### src/rtl/sseg_pkg.sv
// Shared constants, converter state type and helper functions for the 7-segment scan driver.
package sseg_pkg;

  // Active-low segment patterns, bit 0 = a ... bit 6 = g.
  localparam logic [6:0] SEG_0     = 7'h40;
  localparam logic [6:0] SEG_1     = 7'h79;
  localparam logic [6:0] SEG_2     = 7'h24;
  localparam logic [6:0] SEG_3     = 7'h30;
  localparam logic [6:0] SEG_4     = 7'h19;
  localparam logic [6:0] SEG_5     = 7'h12;
  localparam logic [6:0] SEG_6     = 7'h02;
  localparam logic [6:0] SEG_7     = 7'h78;
  localparam logic [6:0] SEG_8     = 7'h00;
  localparam logic [6:0] SEG_9     = 7'h10;
  localparam logic [6:0] SEG_A     = 7'h08;
  localparam logic [6:0] SEG_B     = 7'h03;
  localparam logic [6:0] SEG_C     = 7'h46;
  localparam logic [6:0] SEG_D     = 7'h21;
  localparam logic [6:0] SEG_E     = 7'h06;
  localparam logic [6:0] SEG_F     = 7'h0E;
  localparam logic [6:0] SEG_DASH  = 7'h3F;
  localparam logic [6:0] SEG_BLANK = 7'h7F;

  typedef enum logic [1:0] {StIdle, StShift, StDone} conv_state_e;

  // ceil(w * log10(2)) using a fixed-point log10(2) of 0.30103.
  function automatic int unsigned bcd_nibbles(int unsigned w);
    int unsigned n;
    n = (w * 30103 + 99999) / 100000;
    return (n == 0) ? 1 : n;
  endfunction

  function automatic logic [6:0] seg_decode(logic [3:0] d);
    logic [6:0] s;
    unique case (d)
      4'h0: s = SEG_0;
      4'h1: s = SEG_1;
      4'h2: s = SEG_2;
      4'h3: s = SEG_3;
      4'h4: s = SEG_4;
      4'h5: s = SEG_5;
      4'h6: s = SEG_6;
      4'h7: s = SEG_7;
      4'h8: s = SEG_8;
      4'h9: s = SEG_9;
      4'hA: s = SEG_A;
      4'hB: s = SEG_B;
      4'hC: s = SEG_C;
      4'hD: s = SEG_D;
      4'hE: s = SEG_E;
      4'hF: s = SEG_F;
    endcase
    return s;
  endfunction

endpackage

### src/rtl/sseg_scan_driver_bin2bcd.sv
// Sequential double-dabble converter: one add-3/shift iteration per clock, start/done handshake.
module bin2bcd_seq import sseg_pkg::*; #(
  parameter int unsigned VAL_W = 19,
  parameter int unsigned BCD_N = bcd_nibbles(VAL_W)
) (
  input  logic               clk,
  input  logic               rst,
  input  logic               start,
  input  logic               abort,
  input  logic [VAL_W-1:0]   bin,
  output logic               busy,
  output logic               done,
  output logic [4*BCD_N-1:0] bcd
);

  localparam int unsigned CW = $clog2(VAL_W + 1);

  conv_state_e        state;
  logic [VAL_W-1:0]   sr;
  logic [CW-1:0]      cnt;
  logic [4*BCD_N-1:0] adj;

  // Add 3 to every nibble >= 5 ahead of the shift.
  always_comb begin
    adj = bcd;
    for (int i = 0; i < int'(BCD_N); i++) begin
      if (bcd[4*i +: 4] >= 4'd5) adj[4*i +: 4] = bcd[4*i +: 4] + 4'd3;
    end
  end

  // Converter FSM; bcd holds the finished result from DONE until the next capture.
  always_ff @(posedge clk) begin
    if (!rst) begin
      state <= StIdle;
      busy  <= 1'b0;
      done  <= 1'b0;
      cnt   <= '0;
      sr    <= '0;
      bcd   <= '0;
    end else if (abort) begin
      state <= StIdle;
      busy  <= 1'b0;
      done  <= 1'b0;
      cnt   <= '0;
    end else begin
      done <= 1'b0;
      case (state)
        StIdle: begin
          if (start) begin
            sr    <= bin;
            bcd   <= '0;
            cnt   <= '0;
            busy  <= 1'b1;
            state <= StShift;
          end
        end
        StShift: begin
          {bcd, sr} <= {adj, sr} << 1;
          cnt       <= cnt + 1'b1;
          if (cnt == CW'(VAL_W - 1)) begin
            busy  <= 1'b0;
            state <= StDone;
          end
        end
        StDone: begin
          done  <= 1'b1;
          state <= StIdle;
        end
        default: state <= StIdle;
      endcase
    end
  end

endmodule

### src/rtl/sseg_scan_driver.sv
// Multiplexed common-anode 7-segment driver: decimal (double-dabble) or hex display, LZ blanking.
module sseg_scan_driver import sseg_pkg::*; #(
  parameter int unsigned N_DIGITS = 6,
  parameter int unsigned VAL_W    = 19,
  parameter int unsigned SCAN_DIV = 65536
) (
  input  logic                clk,
  input  logic                rst,
  input  logic [VAL_W-1:0]    value,
  input  logic                hex_mode,
  input  logic                lz_blank,
  input  logic [N_DIGITS-1:0] dp,
  output logic [6:0]          seg,
  output logic                seg_dp,
  output logic [N_DIGITS-1:0] an,
  output logic                ovf,
  output logic                busy
);

  localparam int unsigned BCD_N = bcd_nibbles(VAL_W);
  localparam int unsigned EXT_N = (BCD_N > N_DIGITS) ? BCD_N : N_DIGITS;
  localparam int unsigned HEX_W = (VAL_W > 4 * N_DIGITS) ? VAL_W : 4 * N_DIGITS;
  localparam int unsigned PW    = $clog2(SCAN_DIV);
  localparam int unsigned IW    = (N_DIGITS > 1) ? $clog2(N_DIGITS) : 1;

  logic [PW-1:0]         presc;
  logic                  tick;
  logic [IW-1:0]         idx, idx_nxt;
  logic [4*N_DIGITS-1:0] digits;
  logic [4*BCD_N-1:0]    bcd;
  logic [4*EXT_N-1:0]    bcd_ext;
  logic [HEX_W-1:0]      hex_ext;
  logic                  conv_done, bcd_ovf, hex_ovf;
  logic [N_DIGITS-1:0]   blank, an_nxt;
  logic                  zero_above;
  logic [3:0]            cur;
  logic [6:0]            seg_nxt;
  logic                  dp_nxt;

  bin2bcd_seq #(
    .VAL_W(VAL_W),
    .BCD_N(BCD_N)
  ) u_bin2bcd (
    .clk  (clk),
    .rst  (rst),
    .start(!hex_mode),
    .abort(hex_mode),
    .bin  (value),
    .busy (busy),
    .done (conv_done),
    .bcd  (bcd)
  );

  assign tick = (presc == PW'(SCAN_DIV - 1));

  // Scan prescaler, wraps at SCAN_DIV-1.
  always_ff @(posedge clk) begin
    if (!rst || tick) presc <= '0;
    else              presc <= presc + 1'b1;
  end

  // Widen converter and raw value so overflow is just "any bit above the visible digits".
  always_comb begin
    bcd_ext                = '0;
    bcd_ext[4*BCD_N-1:0]   = bcd;
    hex_ext                = '0;
    hex_ext[VAL_W-1:0]     = value;
    bcd_ovf                = 1'b0;
    for (int unsigned i = N_DIGITS; i < EXT_N; i++) bcd_ovf = bcd_ovf | (|bcd_ext[4*i +: 4]);
    hex_ovf                = 1'b0;
    for (int unsigned i = 4 * N_DIGITS; i < HEX_W; i++) hex_ovf = hex_ovf | hex_ext[i];
  end

  // Display register: raw nibbles every cycle in hex mode, else the finished BCD result.
  always_ff @(posedge clk) begin
    if (!rst) begin
      digits <= '0;
      ovf    <= 1'b0;
    end else if (hex_mode) begin
      digits <= hex_ext[4*N_DIGITS-1:0];
      ovf    <= hex_ovf;
    end else if (conv_done) begin
      digits <= bcd_ext[4*N_DIGITS-1:0];
      ovf    <= bcd_ovf;
    end
  end

  // Leading-zero mask and pattern for the digit about to be scanned out.
  always_comb begin
    zero_above = 1'b1;
    blank      = '0;
    for (int k = int'(N_DIGITS) - 1; k >= 0; k--) begin
      zero_above = zero_above && (digits[4*k +: 4] == 4'd0);
      blank[k]   = lz_blank && (k != 0) && zero_above;
    end
    cur    = digits[4*idx +: 4];
    an_nxt = '1;
    an_nxt[idx] = 1'b0;
    if (ovf) begin
      seg_nxt = SEG_DASH;
      dp_nxt  = 1'b1;
    end else begin
      seg_nxt = blank[idx] ? SEG_BLANK : seg_decode(cur);
      dp_nxt  = ~dp[idx];
    end
    idx_nxt = (idx == IW'(N_DIGITS - 1)) ? '0 : idx + 1'b1;
  end

  // idx names the next slot to show, so the first tick after reset selects digit 0.
  always_ff @(posedge clk) begin
    if (!rst) begin
      idx    <= '0;
      an     <= '1;
      seg    <= SEG_BLANK;
      seg_dp <= 1'b1;
    end else if (tick) begin
      idx    <= idx_nxt;
      an     <= an_nxt;
      seg    <= seg_nxt;
      seg_dp <= dp_nxt;
    end
  end

endmodule

### config.mk
export PLATFORM = sky130hd
export DESIGN_NAME = sseg_scan_driver
export DESIGN_NICKNAME = d
export VERILOG_FILES = /design/src/rtl/sseg_pkg.sv /design/src/rtl/sseg_scan_driver_bin2bcd.sv /design/src/rtl/sseg_scan_driver.sv
export SDC_FILE = /design/constraint.sdc
export NUM_CORES = 1
export LEC_CHECK = 0
export CAP_MARGIN = 10
export CORE_ASPECT_RATIO = 0.8
export CORE_MARGIN = 2
export CORE_UTILIZATION = 63
export CTS_CLUSTER_DIAMETER = 30
export CTS_CLUSTER_SIZE = 14
export DETAILED_ROUTE_END_ITERATION = 12
export GPL_ROUTABILITY_DRIVEN = 0
export HOLD_SLACK_MARGIN = 0.03
export PLACE_DENSITY = 0.85
export SETUP_SLACK_MARGIN = 0.4
export SYNTH_ARGS = -nofsm -noshare
export SYNTH_HDL_FRONTEND = slang
export SYNTH_SLANG_ARGS = --single-unit
### constraint.sdc
create_clock -name clk -period 6.7 [get_ports clk]
set_input_delay 1.34 -clock clk [delete_from_list [all_inputs] [get_ports clk]]
set_output_delay 1.34 -clock clk [all_outputs]
set_load 0.01 [all_outputs]
**Word level (Yosys, flattened, before mapping)**

Memories as Yosys holds them, arrays and structs flattened.
Cells that the tools add are included.

- Add/sub/neg operators: 9
- Multiplexer cells: 24
- $lt $le $gt $ge: 8
- Bitwise logic cells: 4
- Equal/unequal tests: 6
- Reductions and logical operators: 23
- Shift operators: 1

Operators by type and width:

| cell | count |
|---|---|
| $pmux W24 S2 | 1 |
| $mux W19 | 2 |
| $pmux W19 S2 | 1 |
| $ge A4 B3 Y1 const B | 6 |
| $shiftx A24 B6 Y4 | 1 |
| $add A4 B2 Y4 const B | 5 |
| $logic_not A4 Y1 | 5 |
| $mux W4 | 5 |
| $add A16 B1 Y16 const B | 1 |
| $eq A16 B16 Y1 const B | 1 |
| $logic_and A1 B1 Y1 | 10 |
| $pmux W5 S2 | 1 |
| $mux W7 | 1 |
| $bmux W1 S3 | 2 |
| $mux W3 | 2 |
| $not A6 Y6 | 1 |
| $add A5 B1 Y5 const B | 1 |
| $eq A5 B5 Y1 const B | 1 |
| $mux W1 | 5 |
| $lt A3 B4 Y1 const B | 1 |
| $pmux W2 S2 | 1 |
| $reduce_and A2 Y1 | 2 |
| $reduce_bool A2 Y1 | 2 |
| $add A3 B1 Y3 const B | 1 |
| other kinds (14) | 16 |

- Logic and storage cells: 89
- Bits in registers: 109
- Input port bits: 29
- Memories: 1
- Bits in read-only memories: 112

Memories:

| memory | depth | width | rd ports | clocked after Yosys merged registers in | wr ports | line | RTL |
|---|---|---|---|---|---|---|---|
| (no name shown) | 16 | 7 | 1 | 0 | 0 | sseg_pkg.sv:35 | `unique case (d)` |

**Depth between registers and ports, before layout**

Gate-level depths: netlist (run 1).

- Depth after elaboration: 9
- Mapped depth: 10
- Depth with buffers taken out: 8

**Cells and area by module**

A second synthesis (run 1) with hierarchy kept.

- Cells, all modules: 614
- Area total of the unflattened synthesis: 5560.3 µm²

Modules (own cells, without submodules):

| module | area each (µm²) | times used | sequential area each (µm²) | cells an instance |
|---|---|---|---|---|
| sseg_scan_driver | 2934.1 | 1 | 1141.1 | 325 |
| bin2bcd_seq | 2626.3 | 1 | 1041.0 | 289 |

**Least setup slack after synthesis (run 1)**

No wires, ideal clock.

- Path type: input port to flip-flop
- From: input port hex_mode
- To: register u_bin2bcd.sr[10]
- Path slack: 4.218 ns
- Required time: 6.641 ns
- Stages on the path: 4
- Buffers on the path: 2
- Setup time: 0.059 ns
- Arrival time: 2.424 ns
- Cells stage by stage: nor2_1 -> clkbuf_1 -> buf_1 -> o211a_1

- Cells in the longest elaborated chain, start to end: 2

RTL lines:

| item | line | RTL |
|---|---|---|
| start, declared | sseg_scan_driver.sv:10 | `input logic hex_mode,` |
| $not A1 Y1 (no source line) | - |  |
| $reduce_and A2 Y1 (no source line) | - |  |
| end signal, assigned | sseg_scan_driver_bin2bcd.sv:50 | `sr <= bin;` |
| end signal, assigned | sseg_scan_driver_bin2bcd.sv:58 | `{bcd, sr} <= {adj, sr} << 1;` |
| end, declared | sseg_scan_driver_bin2bcd.sv:19 | `logic [VAL_W-1:0] sr;` |

Every way passes these cells.
A chain may end at the register's enable or synchronous reset.

**Worst setup path after layout (run 1)**

- From: register presc[0]
- To: register seg[0]

- Cells in the longest elaborated chain, start to end: 1

RTL lines:

| item | line | RTL |
|---|---|---|
| start, declared | sseg_scan_driver.sv:26 | `logic [PW-1:0] presc;` |
| start signal, assigned | sseg_scan_driver.sv:59 | `else presc <= presc + 1'b1;` |
| $eq A16 B16 Y1 | sseg_scan_driver.sv:54 | `assign tick = (presc == PW'(SCAN_DIV - 1));` |
| end signal, assigned | sseg_scan_driver.sv:119 | `seg <= seg_nxt;` |
| end, declared | sseg_scan_driver.sv:13 | `output logic [6:0] seg,` |

Every way passes these cells.

==> flow_summary.ini, run 1 <==
[timing]
drv_slew = 0
hold_viol = 0
min_period_ns = 2.764
holdWs_ns = 0.4816
fin_tns_setup_ns = 0
finClkSkew_ns = 0.009180
relSlewSlack = 0.4937
rsz0062_at_grt = false
worst_slack_ns = 3.936
worstMarginPinSlew_ns = 0.7595
fin_crit_sh = 0.4125
setup_violations = 0
fmaxAchievable_mhz = 361.8

[worst_setup_path]
r2r-end = seg[0]
rr_worst_depth = 6
critPathMaxStageDelay_ns = 0.69
start_kind = flip-flop
rrSetupSlack_ns = 3.94
startpoint = presc[0]
crit_required_ns = 7.02
critPathCaptureType = flip-flop
worstPathArrival_ns = 3.09
crit_chain = ha_1 > nand2_1 > nor4_2 > and3_1 > nand2b_1 > o32a_1
slowest_stage = nand2b_1
worstSetupPathType = flip-flop to flip-flop
worst-path-max-fanout = 20
r2r-start = presc[0]

[cts]
clkTransAtPathRegs_ns = 0.09
cts_made_buffers = 9
cts-resized-gates = 0
cts_root_buf = clkbuf_8
post_cts_buffers = 0
holdBufCountCts = 0
cts_buffer_depth = 2
h-tree-depth = 3
clk_latency_ns = 0.38
cts_tree = built
cts_sinks = 109

[logic_synthesis]
synth_top_family_by_area = simple AND/OR/NAND/NOR gates
synth_compound_area_frac = 0.1470
netlist_instances = 631
synthAdderAreaFrac = 0.04693
synth_area_um2 = 5599
seq_area_frac_synth = 0.3897
synth.area.mux_share = 0.1113
synth_ff_type = dfxtp_1
synth_simple_gate_area_share = 0.2132
synthArstFlopShare = 0
synth_nets = 681
yosys_warnings = 0
ys_ff_latch = 109
synth_xor_area_frac = 0.04536
synth.distinct_cells = 58
synth-edff-count = 0
synth.avg_cell_area_um2 = 8.873

[routing]
drt_iter0_drc = 275
num_vias = 4466
first_pass_iters = 5
drt.antenna.violating_nets = 0
avgViaCountPerCell = 5.808
avgRoutedWirePerCell_um = 15.37
routed_wirelength_mm = 11.82
drc_errors = 0

[die]
pin_count = 45
placementRows = 30
initial_utilization = 0.6542
die_area_um2 = 9662
die_x_um = 109.4
core_area_um2 = 8558
die_h_um = 88.32

[final_layout]
antennaDiodeCount = 0
area_growth_pct = 12.20
drive_above_1_share = 0.06545
nets = 702

[grt]
met2_usage = 0.4315
grt_pass1_wl_mm = 19.31
grt_overflow = 0
busiest_layer = met2
grt_use_met1 = 0.3174
gr-usage-met3 = 0.06775
grtUsageTotal = 0.2563
grt_antenna_before_repair = 0
grt_max_degree = 79
first_global_vias = 4231

[power_and_ir_drop]
internal_power_uw = 975.5
peakVddDrop_mv = 0.1690
total_power_mw = 1.266
pwr-share-seq = 0.534
powerDensity_nw_per_um2 = 201.5
pwr-share-clk = 0.378
leakagePower_nw = 2.418
p_sw_uw = 290.4
p_comb_frac = 0.088
switching_share = 0.2294

[run_status]
status = complete, no violations

[placed_design]
dp_hpwl_mm = 8.055
port_buffers = 43
dp_slack_ns = 3.653

[hold_path]
hp-class = flip-flop to flip-flop
hp-start = seg[5]
hold_depth = 1
hold_path_end = seg[5]

[job]
max_cap_violations = 0
cell usage after synthesis (all sizes together), types with 4 or more instances:
cell type / count / area [µm²]
nand3: 17 / 90.09
nand2b: 12 / 75.07
nor2: 42 / 162.6
nor3b: 4 / 30.03
mux2i: 51 / 510.5
nor2b: 26 / 162.7
clkbuf: 27 / 101.4
mux2: 6 / 67.56
nand4: 6 / 37.54
and2: 25 / 158.9
xnor2: 13 / 113.9
o21ai: 38 / 190.2
a21oi: 17 / 88.84
o211a: 18 / 180.2
nand2: 78 / 295.3
a22oi: 17 / 127.6
nor3: 9 / 45.04
o22a: 5 / 43.79
dfxtp: 109 / 2182
ha: 21 / 262.8
buf: 12 / 76.31
inv: 21 / 78.83
nor4: 6 / 43.79
xor2: 16 / 140.1
worst max-delay path, delay by kind of cell, from the launching register on:
family	cells	cell delay (ns)
AND/OR/NAND/NOR	4	1.77
adder cells (fa/ha/maj)	1	0.27
flip-flops	1	0.41
AO/OA/AOI/OAI	1	0.27
placed cells by master, fill, tap and decap left out, types with 9 or more instances in the layout:
cell type and count:
dfxtp_1 109, nand2_1 77, mux2i_1 51, clkdlybuf4s50_1 42, nor2_1 39, o21ai_0 35, nor2b_1 26, and2_1 24
inv_1 21, ha_1 21, o211a_1 18, a22oi_1 17, xor2_1 16, a21oi_1 16, nand3_1 16, xnor2_1 13
nand2b_1 12, clkbuf_8 10, nor3_1 9
cell families after synthesis:
group | count (synthesis)
simple gates | 238
compound gates | 114
flops | 109
buf+inv | 60
mux | 59
xor+xnor | 29
fa+ha+maj | 21
other cells | 1
layer usage:
layer  vias up  wire length, µm
met5         -                0
met4         0              182
met3        19              699
met2       131             5599
met1      2100             5336
li1       2216                -
per-stage QoR:
stage / cell area [µm²] / util / std cells
global placement: 6035 / 0.7051 / 753
floorplan: 5599 / - / 631
detailed placement: 6035 / 0.7051 / 753
CTS: 6282 / 0.7341 / 769
global route: 6282 / 0.7341 / 769
finish: 6282 / 0.7341 / 769
cell type report:
| type | count | area (µm²) |
|---|---|---|
| repair buffers | 49 | 470.5 |
| clock inverters | 6 | 110.1 |
| fillers | 622 | 2276 |
| clock buffers | 10 | 137.6 |
| inverters | 21 | 78.83 |
| flip-flops and latches | 109 | 2182 |
| multi-input cells | 462 | 3163 |
| well taps | 112 | 140.1 |
state kept, by name, summed over array words and instances (netlist names):
name and flops:
idx 3, digits 24, seg 7, u_bin2bcd.done 1, u_bin2bcd.busy 1, u_bin2bcd.state 2
u_bin2bcd.cnt 5, u_bin2bcd.bcd 24, u_bin2bcd.sr 19, presc 16, an 6, seg_dp 1
power groups by stage:
stage | clock [mW] | combinational, mW | sequential [mW]
after detailed placement | 0 | 0.110 | 0.691
after CTS | 0.483 | 0.111 | 0.676
after global routing | 0.507 | 0.122 | 0.678
final | 0.479 | 0.111 | 0.676
after global placement | 0 | 0.106 | 0.690
after floorplan | 0 | 0.0759 | 0.688
how the worst max path moves through the flow:
stage	to	slack (ns)	cells past startpoint
6_report	seg[0]	3.94	6
5_1_grt	seg[0]	3.73	6
4_1_cts	seg[0]	3.93	6
3_5_place_dp	seg[6]	3.65	4
3_3_place_gp	u_bin2bcd.bcd[19]	3.70	5
2_1_floorplan	u_bin2bcd.sr[10]	4.22	4
No activity file was read; power rests on OpenSTA's default activity.
==> run 2: changes to the inputs <==
--- a/config.mk
+++ b/config.mk
@@ -8,13 +8,13 @@
 export CAP_MARGIN = 10
 export CORE_ASPECT_RATIO = 0.8
 export CORE_MARGIN = 2
-export CORE_UTILIZATION = 63
+export CORE_UTILIZATION = 53
 export CTS_CLUSTER_DIAMETER = 30
 export CTS_CLUSTER_SIZE = 14
 export DETAILED_ROUTE_END_ITERATION = 12
 export GPL_ROUTABILITY_DRIVEN = 0
 export HOLD_SLACK_MARGIN = 0.03
-export PLACE_DENSITY = 0.85
+export PLACE_DENSITY = 0.77
 export SETUP_SLACK_MARGIN = 0.4
 export SYNTH_ARGS = -nofsm -noshare
 export SYNTH_HDL_FRONTEND = slang
==> constraint.sdc (replaced) <==
create_clock -name clk -period 2.3 [get_ports clk]
set_input_delay 0.46 -clock clk [delete_from_list [all_inputs] [get_ports clk]]
set_output_delay 0.46 -clock clk [all_outputs]
set_load 0.01 [all_outputs]
==> run 2 against run 1 <==
  * Final cell count grew 7.4%
  * Register-to-register slack worse by 3.8 ns
  * Flip-flop and latch count is the same
  * Via count up 2.8%
  * First-iteration DRC count is 40% higher
  * Utilization shrank 7.9 points
  * Non-clock buffer count increased by 30
  * Worst setup slack worse by 3.8 ns
  * Die area up 18%
==> flow_summary.ini, run 2 (synthesized netlist as in run 1, its figures left out) <==
[timing]
fin_crit_sh = 0.9277
worstMarginPinSlew_ns = 0.5293
setup_violations = 0
finClkSkew_ns = 0.007861
min_period_ns = 2.134
drv_slew = 0
rsz0062_at_grt = true
relSlewSlack = 0.6471
hold_viol = 0
fmaxAchievable_mhz = 468.7

[final_layout]
antennaDiodeCount = 0
fin_area_um2 = 6730
multi_input_area_um2 = 3291
final_core_util = 0.6546
ff_latch_area_um2 = 2197
area_growth_pct = 20.20
layout_common_cells = 101 x dfxtp_1, 77 x nand2_1, 47 x mux2i_1, 42 x clkdlybuf4s50_1, 39 x nor2_1
n_fill_cell = 822
layout_commonest_cell = dfxtp_1
reg_top3 = digits x24, u_bin2bcd.bcd x24, u_bin2bcd.sr x19
drive_above_1_share = 0.1385
nets = 732

[grt]
grt_max_degree = 58
grt_antenna_before_repair = 0
grtUsageTotal = 0.2343
grt_overflow = 0
first_global_vias = 4562
grt_pass1_wl_mm = 21.45

[cts]
cts_buffer_depth = 2
h-tree-depth = 3
holdBufCountCts = 0
clkTransAtPathRegs_ns = 0.07
cts_sinks = 109
clk_latency_ns = 0.35
cts_made_buffers = 9
cts_root_buf = clkbuf_16
cts_tree = built

[routing]
wl_met2_mm = 6.250
num_vias = 4592
met3_length_um = 527
wl_met1_mm = 5.881
drc_errors = 0
top_layer_used = met4
routed_wirelength_mm = 12.85
avgViaCountPerCell = 5.559
drt.antenna.violating_nets = 0
first_pass_iters = 4
drt_iter0_drc = 385
avgRoutedWirePerCell_um = 15.56

[placed_design]
dp_hpwl_mm = 8.850
port_buffers = 43
dpl_cell_area_um2 = 6206

[die]
placementRows = 33
initial_utilization = 0.5446
die_area_um2 = 11410
core_area_um2 = 10280
pin_count = 45
die_h_um = 95.93
die_x_um = 118.9

[worst_setup_path]
worstPathArrival_ns = 2.36
crit_chain = buf_6 > buf_4 > nor2_4 > a221o_1 > ha_2 > mux2_2 > a22o_1 > o32a_1
crit_required_ns = 2.53
worstSetupPathType = flip-flop to flip-flop
slowest_stage = dfxtp_4
start_kind = flip-flop
critPathCaptureType = flip-flop
worst-path-max-fanout = 6
critPathMaxStageDelay_ns = 0.41

[power_and_ir_drop]
powerDensity_nw_per_um2 = 560.4
peakVddDrop_mv = 0.4371
leakagePower_nw = 2.603

[hold_path]
hp-class = flip-flop to flip-flop

[run_status]
status = complete, no violations

[job]
max_cap_violations = 0
==> run 2: changes by cell type in the layout (fill, tap and decap cells not counted), moves of 3 or more <==
cell,before,now
ha_1,21,17
clkbuf_16,0,9
buf_6,0,4
mux2i_2,0,3
clkbuf_8,10,0
dfxtp_1,109,101
dfxtp_2,0,6
bufinv_16,3,0
mux2i_1,51,47
buf_4,6,31
ha_4,0,3
==> run 2: worst paths after layout <==
check	startpoint	to	slack [ns]	depth (start not counted)
setup / recovery	idx[0]	seg[0]	0.17	8
hold / removal	presc[0]	presc[0]	0.45	1
setup reg to reg	idx[0]	seg[0]	0.17	8
hold reg to reg	presc[0]	presc[0]	0.45	1
==> run 2: routing by layer <==
metal  track usage  up-vias
li1              -     2286
met1        0.2927     2179
met2        0.4100      107
met3       0.04799       20
met4       0.07639        0
met5             0        -
==> run 2: metrics by stage <==
stage	std cells	setup slack [ns]	total power [mW]	setup TNS [ns]	hold slack, ns
after global placement	797	0.09144	2.345	0	0.4495
after detailed placement	797	-0.03972	2.358	-0.03972	0.4667
final	826	0.1662	3.771	0	0.4497
after CTS	822	0.1847	3.797	0	0.4596
after global routing	826	0.08473	3.934	0	0.4739
after floorplan	631	0.08834	2.225	0	0.4406
==> run 2: what timing repair did <==
| item | 4_1_cts | 5_1_grt |
|---|---|---|
| gates resized for setup | 28 | 11 |
| endpoints found under the setup margin | 29 | 26 |
| pin swaps | 8 | 8 |
| buffers inserted | 10 | 4 |
==> run 2: power breakdown <==
part / leakage [nW] / internal [mW] / total [mW] / switching [mW]
Sequential: 0.892 / 1.93 / 1.98 / 0.0455
Combinational: 1.59 / 0.186 / 0.366 / 0.180
Clock: 0.121 / 0.731 / 1.43 / 0.694
==> run 2: layout make-up <==
cell class,instances,area share
clock buffer,10,0.03402
multi-input combinational,462,0.4889
clock inverter,5,0.005391
tap,140,0.02603
inverter,21,0.01171
sequential,109,0.3265
timing repair buffer,79,0.1075
==> run 2: critical path, delay by kind of cell, from the launching register on <==
kind / cells / cell delay [ns]
AOI/OAI and AO/OA: 3 / 0.84
adders and majority gates: 1 / 0.20
buffers and inverters: 2 / 0.27
DFF: 1 / 0.41
muxes: 1 / 0.26
and+or+nand+nor: 1 / 0.05
==> run 3: changes to the inputs <==
--- a/config.mk
+++ b/config.mk
@@ -9,6 +9,7 @@
 export CORE_ASPECT_RATIO = 0.8
 export CORE_MARGIN = 2
 export CORE_UTILIZATION = 53
+export CTS_BUF_LIST = sky130_fd_sc_hd__clkbuf_16
 export CTS_CLUSTER_DIAMETER = 30
 export CTS_CLUSTER_SIZE = 14
 export DETAILED_ROUTE_END_ITERATION = 12
==> run 3 against run 2 <==
  * Clock-buffer cell count fell by 1
  * Non-clock buffer count did not move
  * Hold slack did not move
  * Wire length did not move
  * Total power fell by 0.11%
  * Critical path depth did not move
  * Worst setup slack did not move
  * Final cell count did not move
  * First-iteration DRC count rose by 0.26%
  * Final area did not move
  * Largest power group unchanged
  * Combinational power barely moved
==> flow_summary.ini, run 3 (synthesized netlist as in run 1, its figures left out) <==
[final_layout]
nets = 732
antennaDiodeCount = 0
drive_above_1_share = 0.1385
layout_commonest_cell = dfxtp_1
layout_common_cells = 101 x dfxtp_1, 77 x nand2_1, 47 x mux2i_1, 42 x clkdlybuf4s50_1, 39 x nor2_1
multi_input_area_um2 = 3291
fin_cells = 826
ff_latch_area_um2 = 2197
area_growth_pct = 20.20
reg_top3 = digits x24, u_bin2bcd.bcd x24, u_bin2bcd.sr x19
n_fill_cell = 822
final_core_util = 0.6546

[hold_path]
hp-start = presc[0]
hold_path_end = presc[0]
hold_depth = 1
hp-class = flip-flop to flip-flop

[timing]
fmaxAchievable_mhz = 468.7
hold_viol = 0
drv_slew = 0
worstMarginPinSlew_ns = 0.5293
finClkSkew_ns = 0.007861
min_period_ns = 2.134
fin_crit_sh = 0.9277
relSlewSlack = 0.6471
rsz0062_at_grt = true
setup_violations = 0
worst_slack_ns = 0.1662

[worst_setup_path]
critical_path_buf_inv_count = 2
slowest_stage = dfxtp_4
r2r-start = idx[0]
rrSetupSlack_ns = 0.17
crit_chain = buf_6 > buf_4 > nor2_4 > a221o_1 > ha_2 > mux2_2 > a22o_1 > o32a_1
critPathCaptureType = flip-flop
worstPathArrival_ns = 2.36
worstSetupPathType = flip-flop to flip-flop
crit_required_ns = 2.53
rr_worst_depth = 8
worst-path-max-fanout = 6
start_kind = flip-flop
r2r-end = seg[0]
critPathTopFamily = compound AO/OA/AOI/OAI gates
critPathMaxStageDelay_ns = 0.41

[grt]
grt_pass1_wl_mm = 21.45
grt_overflow = 0
first_global_vias = 4562
grt_antenna_before_repair = 0
grtUsageTotal = 0.2343
grt_max_degree = 58

[placed_design]
dp.cells = 797
dp_slack_ns = -0.03972
dp_hpwl_mm = 8.850
port_buffers = 43

[power_and_ir_drop]
peakVddDrop_mv = 0.4371
powerDensity_nw_per_um2 = 559.7
total_power_mw = 3.767
leakagePower_nw = 2.607

[job]
max_cap_violations = 0

[routing]
avgRoutedWirePerCell_um = 15.56
num_vias = 4592
routed_wirelength_mm = 12.85
avgViaCountPerCell = 5.559
drt.antenna.violating_nets = 0
first_pass_iters = 4
drc_errors = 0
drt_iter0_drc = 386

[run_status]
status = complete, no violations

[cts]
cts_tree = built
h-tree-depth = 3
cts_root_buf = clkbuf_16
cts_sinks = 109
holdBufCountCts = 0
cts_made_buffers = 9
clkTransAtPathRegs_ns = 0.07
clk_latency_ns = 0.35
cts_buffer_depth = 2

[die]
placementRows = 33
pin_count = 45
initial_utilization = 0.5446
core_area_um2 = 10280
die_x_um = 118.9
die_area_um2 = 11410
die_h_um = 95.93
==> run 3: repair_timing <==
item,CTS,global route
pin swaps,8,8
cloned,0,0
setup buffers,10,4
resized for setup,28,11
endpoints found under the setup margin,29,26
==> run 3: area by class of cell <==
class                           count  share of cell area
Clock buffer                        9             0.03346
Sequential cell                   109              0.3265
Multi-Input combinational cell    462              0.4889
Tap cell                          140             0.02603
Timing Repair Buffer               79              0.1075
Inverter                           21             0.01171
Clock inverter                      6            0.005949
==> run 3: where the power goes <==
part | switching, mW | internal (mW) | leakage, nW
logic | 0.180 | 0.186 | 1.59
registers | 0.0455 | 1.93 | 0.892
clock network | 0.695 | 0.727 | 0.125
total | 0.920 | 2.85 | 2.61
==> run 3: worst max path at each step <==
stage | start | end | slack (ns) | depth (start not counted)
after global placement | idx[2] | seg[0] | 0.09 | 8
after global routing | idx[0] | seg[0] | 0.08 | 9
after CTS | idx[0] | seg[3] | 0.18 | 8
final | idx[0] | seg[0] | 0.17 | 8
after floorplan | idx[0] | seg[6] | 0.09 | 10
after detailed placement | idx[0] | seg[0] | -0.04 | 8
==> run 3: layer usage <==
layer	track usage	share of wire	up-vias
li1	-	-	2286
met3	0.04799	0.041	20
met5	0	0	-
met2	0.4100	0.49	107
met4	0.07639	0.015	0
met1	0.2927	0.46	2179
==> run 3: through the flow <==
step	area, µm²	hold WS [ns]	TNS, ns
final	6730	0.4497	0
after global routing	6730	0.4739	0
after CTS	6664	0.4596	0
after detailed placement	6206	0.4667	-0.03972
after global placement	6206	0.4495	0
after floorplan	5607	0.4406	0
==> run 3: worst reg2reg max path, stage by stage, from the launching register on <==
cell	delay, ns
dfxtp_4	0.41
buf_6	0.14
buf_4	0.13
nor2_4	0.05
a221o_1	0.37
ha_2	0.20
mux2_2	0.26
a22o_1	0.18
o32a_1	0.29
==> patch 1: new RTL, flow settings as in run 2 <==
The parameter `SCAN_DIV` goes from 65536 to 32768.
--- a/src/rtl/sseg_scan_driver.sv
+++ b/src/rtl/sseg_scan_driver.sv
@@ -2,7 +2,7 @@
 module sseg_scan_driver import sseg_pkg::*; #(
   parameter int unsigned N_DIGITS = 6,
   parameter int unsigned VAL_W    = 19,
-  parameter int unsigned SCAN_DIV = 65536
+  parameter int unsigned SCAN_DIV = 32768
 ) (
   input  logic                clk,
   input  logic                rst,
Formal check against the unedited RTL: no difference found for any inputs over 10 cycles, from zero or initial values and one cycle with rst low; that may be too few to reach the edited logic, so the function may still have changed.
==> patch 1 against run 2 <==
Clock power rose by 6%. Wire length up 5.8%. First-iteration DRC count is 16% higher. Synthesized cell count up 0.95%. Setup slack gained 0.12 ns. Maximum frequency grew 5.8%. Sequential cell count decreased by 1. Final area shrank 1.9%. Total power rose by 2.0%. Area after synthesis down 4.4%.
==> patch 1: results (changes against run 2) <==
status: "complete, no violations"  # unchanged
ys_top_cells_by_area: "dfxtp_1 40%, nor2_1 9.2%, mux2i_1 9.0%"  # was dfxtp_1 39%, mux2i_1 9.1%, nand2_1 5.2%
dp_hpwl_um: 8815  # was 8850 um
syn_nets: 687  # was 681
p_clk_w: 0.00152  # was 0.00143 W
muxShareOfSynthArea_pct: 10.45  # was 11.13%
final.setup_skew_ns: 0.003401  # was 0.007861 ns
ys_top_cells_by_count: "131 x nor2_1, 108 x dfxtp_1, 48 x mux2i_1, 43 x a21oi_1, 40 x nand2_1"  # was 109 x dfxtp_1, 77 x nand2_1, 51 x mux2i_1, 40 x nor2_1, 35 x o21ai_0
switchingPower_w: 0.0009206  # was 0.0009197 W
synth_compound_area_share_pct: 13.81  # was 14.70%
grt_use_total_pct: 25.13  # was 23.43%
clk_root_buffer_cell: "clkbuf_16"  # unchanged
irDropWorstVdd_mv: 0.3141  # was 0.4371 mV
nets: 742  # was 732
cts.path.max_buffers: 2  # unchanged
critPathArrivalTime_ns: 2.25  # was 2.36 ns
detail_route.wl_per_cell_um: 16.35  # was 15.56 um
grt_max_degree: 68  # was 58
p_comb_w: 0.000364
grt_pass1_wl_um: 21600  # was 21450 um
grt_pass1_vias: 4587  # was 4562
drt_pass1_iterations: 5  # was 4
routed_via_density: 5.673  # was 5.559
critPathSlowestCell: "dfxtp_4"  # unchanged
synth_xor_area_share_pct: 4.418  # was 4.536%
async_flop_share_pct: 0  # unchanged
drive_above_1_share_pct: 14.66  # was 13.85%
p_leak_nw: 2.459  # was 2.603 nW
ys_seq_area_share_pct: 40.39  # was 38.97%
synthAdderAreaFrac_pct: 4.909  # was 4.693%
reg_top3: "digits (24), u_bin2bcd.bcd (24), u_bin2bcd.sr (19)"  # unchanged
tightest_slew_ns: 0.5671  # was 0.5293 ns
ys_types: 45  # was 58
drt-initial-drc-count: 445  # was 385
hold_path_class: "flop to flop"  # unchanged
## patch 1: changes by cell type after synthesis, moves of 22 or more
cell / delta
nor2_1: +91
nand2_1: -37
a21oi_1: +27
and2_1: -22
nor2b_1: -22
## patch 1: tightest hold or removal path, stage by stage (launching register included)
cell	delay, ns
dfxtp_1	0.32
nand2_1	0.06
a21oi_1	0.05
## patch 1: final cells by class
| class | instances | area (um2) |
|---|---|---|
| clock buffer | 10 | 229.0 |
| clock inverter | 5 | 53.80 |
| sequential | 108 | 2168 |
| inverter | 20 | 75.07 |
| fill | 786 | 3124 |
| tap | 136 | 170.2 |
| multi-input combinational | 469 | 3139 |
| timing repair buffer | 84 | 769.5 |
## patch 1: final timing paths
path	startpoint	to	slack [ns]	cells after the start
hold / removal	u_bin2bcd.sr[0]	u_bin2bcd.sr[0]	0.47	2
hold reg to reg	u_bin2bcd.sr[0]	u_bin2bcd.sr[0]	0.47	2
setup reg to reg	idx[0]	seg[3]	0.28	7
setup / recovery	idx[0]	seg[3]	0.28	7
## patch 1: repair_timing
action,CTS,global route
resized for setup,10,37
endpoints found under the setup margin,14,15
buffers inserted,7,9
pin swaps,1,15
## patch 1: per-stage QoR
stage	cells	cell area, um2	setup slack, ns	utilization [%]	power, W
2_1_floorplan	637	5385	0.2025	-	0.002191
3_3_place_gp	801	6007	0.2695	61.74	0.002311
3_5_place_dp	801	6007	0.1619	61.74	0.002322
4_1_cts	823	6357	0.3303	65.34	0.003823
5_1_grt	832	6605	0.2260	67.89	0.003967
6_report	832	6605	0.2836	67.89	0.003845
## patch 1: routing by layer
metal / track usage, % / routed length, um / vias up
met5: 0 / 0 / -
met4: 8.730 / 289 / 0
met3: 6.000 / 795 / 31
met2: 39.92 / 6363 / 141
met1: 33.37 / 6152 / 2251
li1: - / - / 2297
==> patch 2: new RTL, settings of run 2 <==
Without the edit above. Register the input `value` before use, with the module's reset. The logic sees it one clock later. The other inputs are not delayed to match.
--- a/src/rtl/sseg_scan_driver.sv
+++ b/src/rtl/sseg_scan_driver.sv
@@ -23,6 +23,16 @@
   localparam int unsigned PW    = $clog2(SCAN_DIV);
   localparam int unsigned IW    = (N_DIGITS > 1) ? $clog2(N_DIGITS) : 1;
 
+  logic [VAL_W-1:0] value_q;
+
+  always_ff @(posedge clk) begin
+    if (!rst) begin
+      value_q <= '0;
+    end else begin
+      value_q <= value;
+    end
+  end
+
   logic [PW-1:0]         presc;
   logic                  tick;
   logic [IW-1:0]         idx, idx_nxt;
@@ -45,7 +55,7 @@
     .rst  (rst),
     .start(!hex_mode),
     .abort(hex_mode),
-    .bin  (value),
+    .bin  (value_q),
     .busy (busy),
     .done (conv_done),
     .bcd  (bcd)
@@ -64,7 +74,7 @@
     bcd_ext                = '0;
     bcd_ext[4*BCD_N-1:0]   = bcd;
     hex_ext                = '0;
-    hex_ext[VAL_W-1:0]     = value;
+    hex_ext[VAL_W-1:0]     = value_q;
     bcd_ovf                = 1'b0;
     for (int unsigned i = N_DIGITS; i < EXT_N; i++) bcd_ovf = bcd_ovf | (|bcd_ext[4*i +: 4]);
     hex_ovf                = 1'b0;
Function: same outputs for any inputs over 10 cycles, from zero or initial values and one cycle with rst low; that may be too few to reach the edited logic, so the function may still have changed.
==> patch 2 against run 2 <==
Total power rose by 34%. Area after synthesis rose by 9.9%. Sequential power increased by 17%. First-iteration DRC count down 9.9%. Final area is 12% higher. Utilization rose by 0.53 points. Sequential cell count rose by 19. Setup slack improved by 0.16 ns. Final cell count is 8.4% higher. Wire length rose by 10%.
==> patch 2: results (changes against run 2) <==
drt_pass1_iterations: 5  # was 4
p_leak_nw: 2.942  # was 2.603 nW
wl_met2_um: 6552  # was 6250 um
via_count: 5065  # was 4592
ys_types: 50  # was 58
clkLatencyLatePin_ns: 0.41  # was 0.35 ns
irDropWorstVdd_mv: 0.5171  # was 0.4371 mV
r2r_cells: 6  # was 8
nFillCells: 839  # was 822
cts.path.max_buffers: 2  # unchanged
routed_via_density: 5.659  # was 5.559
nets: 789  # was 732
final.setup_skew_ns: 0.009350  # was 0.007861 ns
ys_top_cells_by_area: "dfxtp_1 42%, mux2i_1 8.6%, and2_1 5.2%"  # was dfxtp_1 39%, mux2i_1 9.1%, nand2_1 5.2%
grt_use_total_pct: 22.77  # was 23.43%
dp_hpwl_um: 9499  # was 8850 um
syn_inst: 683  # was 631
drt-initial-drc-count: 347  # was 385
cts_buffers: 17  # was 9
detail_route.wl_per_cell_um: 15.83  # was 15.56 um
wl_met3_um: 790  # was 527 um
grt_pass1_wl_um: 23230  # was 21450 um
ys_seq_area_share_pct: 41.66  # was 38.97%
grt_max_degree: 48  # was 58
drive_above_1_share_pct: 14.46  # was 13.85%
met1Wirelength_um: 6549  # was 5881 um
ys_top_cells_by_count: "128 x dfxtp_1, 64 x nand2_1, 53 x mux2i_1, 51 x and2_1"  # was 109 x dfxtp_1, 77 x nand2_1, 51 x mux2i_1, 40 x nor2_1, 35 x o21ai_0
syn_nets: 733  # was 681
place_inst: 850  # was 797
grt_pass1_vias: 4837  # was 4562
status: "complete, no violations"  # unchanged
cp_slowest_stage_delay_ns: 0.39  # was 0.41 ns
patch 2: where the power goes:
part	switching [W]	internal (W)
Combinational	0.000159	0.000163
Sequential	0.0000475	0.00228
Clock	0.000925	0.00148
patch 2: repair_timing:
item | 4_1_cts | 5_1_grt
setup buffers | 11 | 7
pin swaps | 4 | 11
endpoints found under the setup margin | 18 | 26
gates resized for setup | 17 | 26
gates cloned | 0 | 0
patch 2: path summary, 6_finish.rpt:
kind	start	endpoint	slack (ns)
worst max register to register	idx[0]	seg[1]	0.33
worst max-delay path	idx[0]	seg[1]	0.33
worst min register to register	presc[0]	presc[0]	0.45
worst min-delay path	presc[0]	presc[0]	0.45
patch 2: cell families (layout without fill, tap and decap cells):
group | Yosys count | count (layout) | synth area share [%]
muxes | 63 | 63 | 10.64
and+or+nand+nor | 262 | 262 | 22.54
AOI/OAI and AO/OA | 121 | 121 | 13.02
other | 1 | 1 | 0.06097
adders and majority gates | 21 | 21 | 4.272
DFF | 128 | 128 | 41.66
buffers and inverters | 59 | 123 | 3.824
xor gates and xnor gates | 28 | 28 | 3.987
patch 2: metrics by stage:
step / setup WS [ns] / area (um2)
after floorplan: 0.3384 / 6191
after global placement: 0.2562 / 6759
after detailed placement: 0.1558 / 6759
after CTS: 0.3370 / 7397
after global routing: 0.2464 / 7542
final: 0.3263 / 7542
patch 2: routing by layer:
metal / GRT usage [%] / vias to the layer above
met2: 36.82 / 157
li1: - / 2473
met5: 0 / -
met1: 30.02 / 2407
met4: 8.557 / 0
met3: 5.277 / 28
patch 2: final cells by class:
class	instances	share of cell area (%)
inverter	19	0.9788
clock inverter	7	0.8792
multi-input combinational	496	46.10
clock buffer	20	5.922
tap	148	2.455
sequential	128	34.22
timing repair buffer	77	9.439
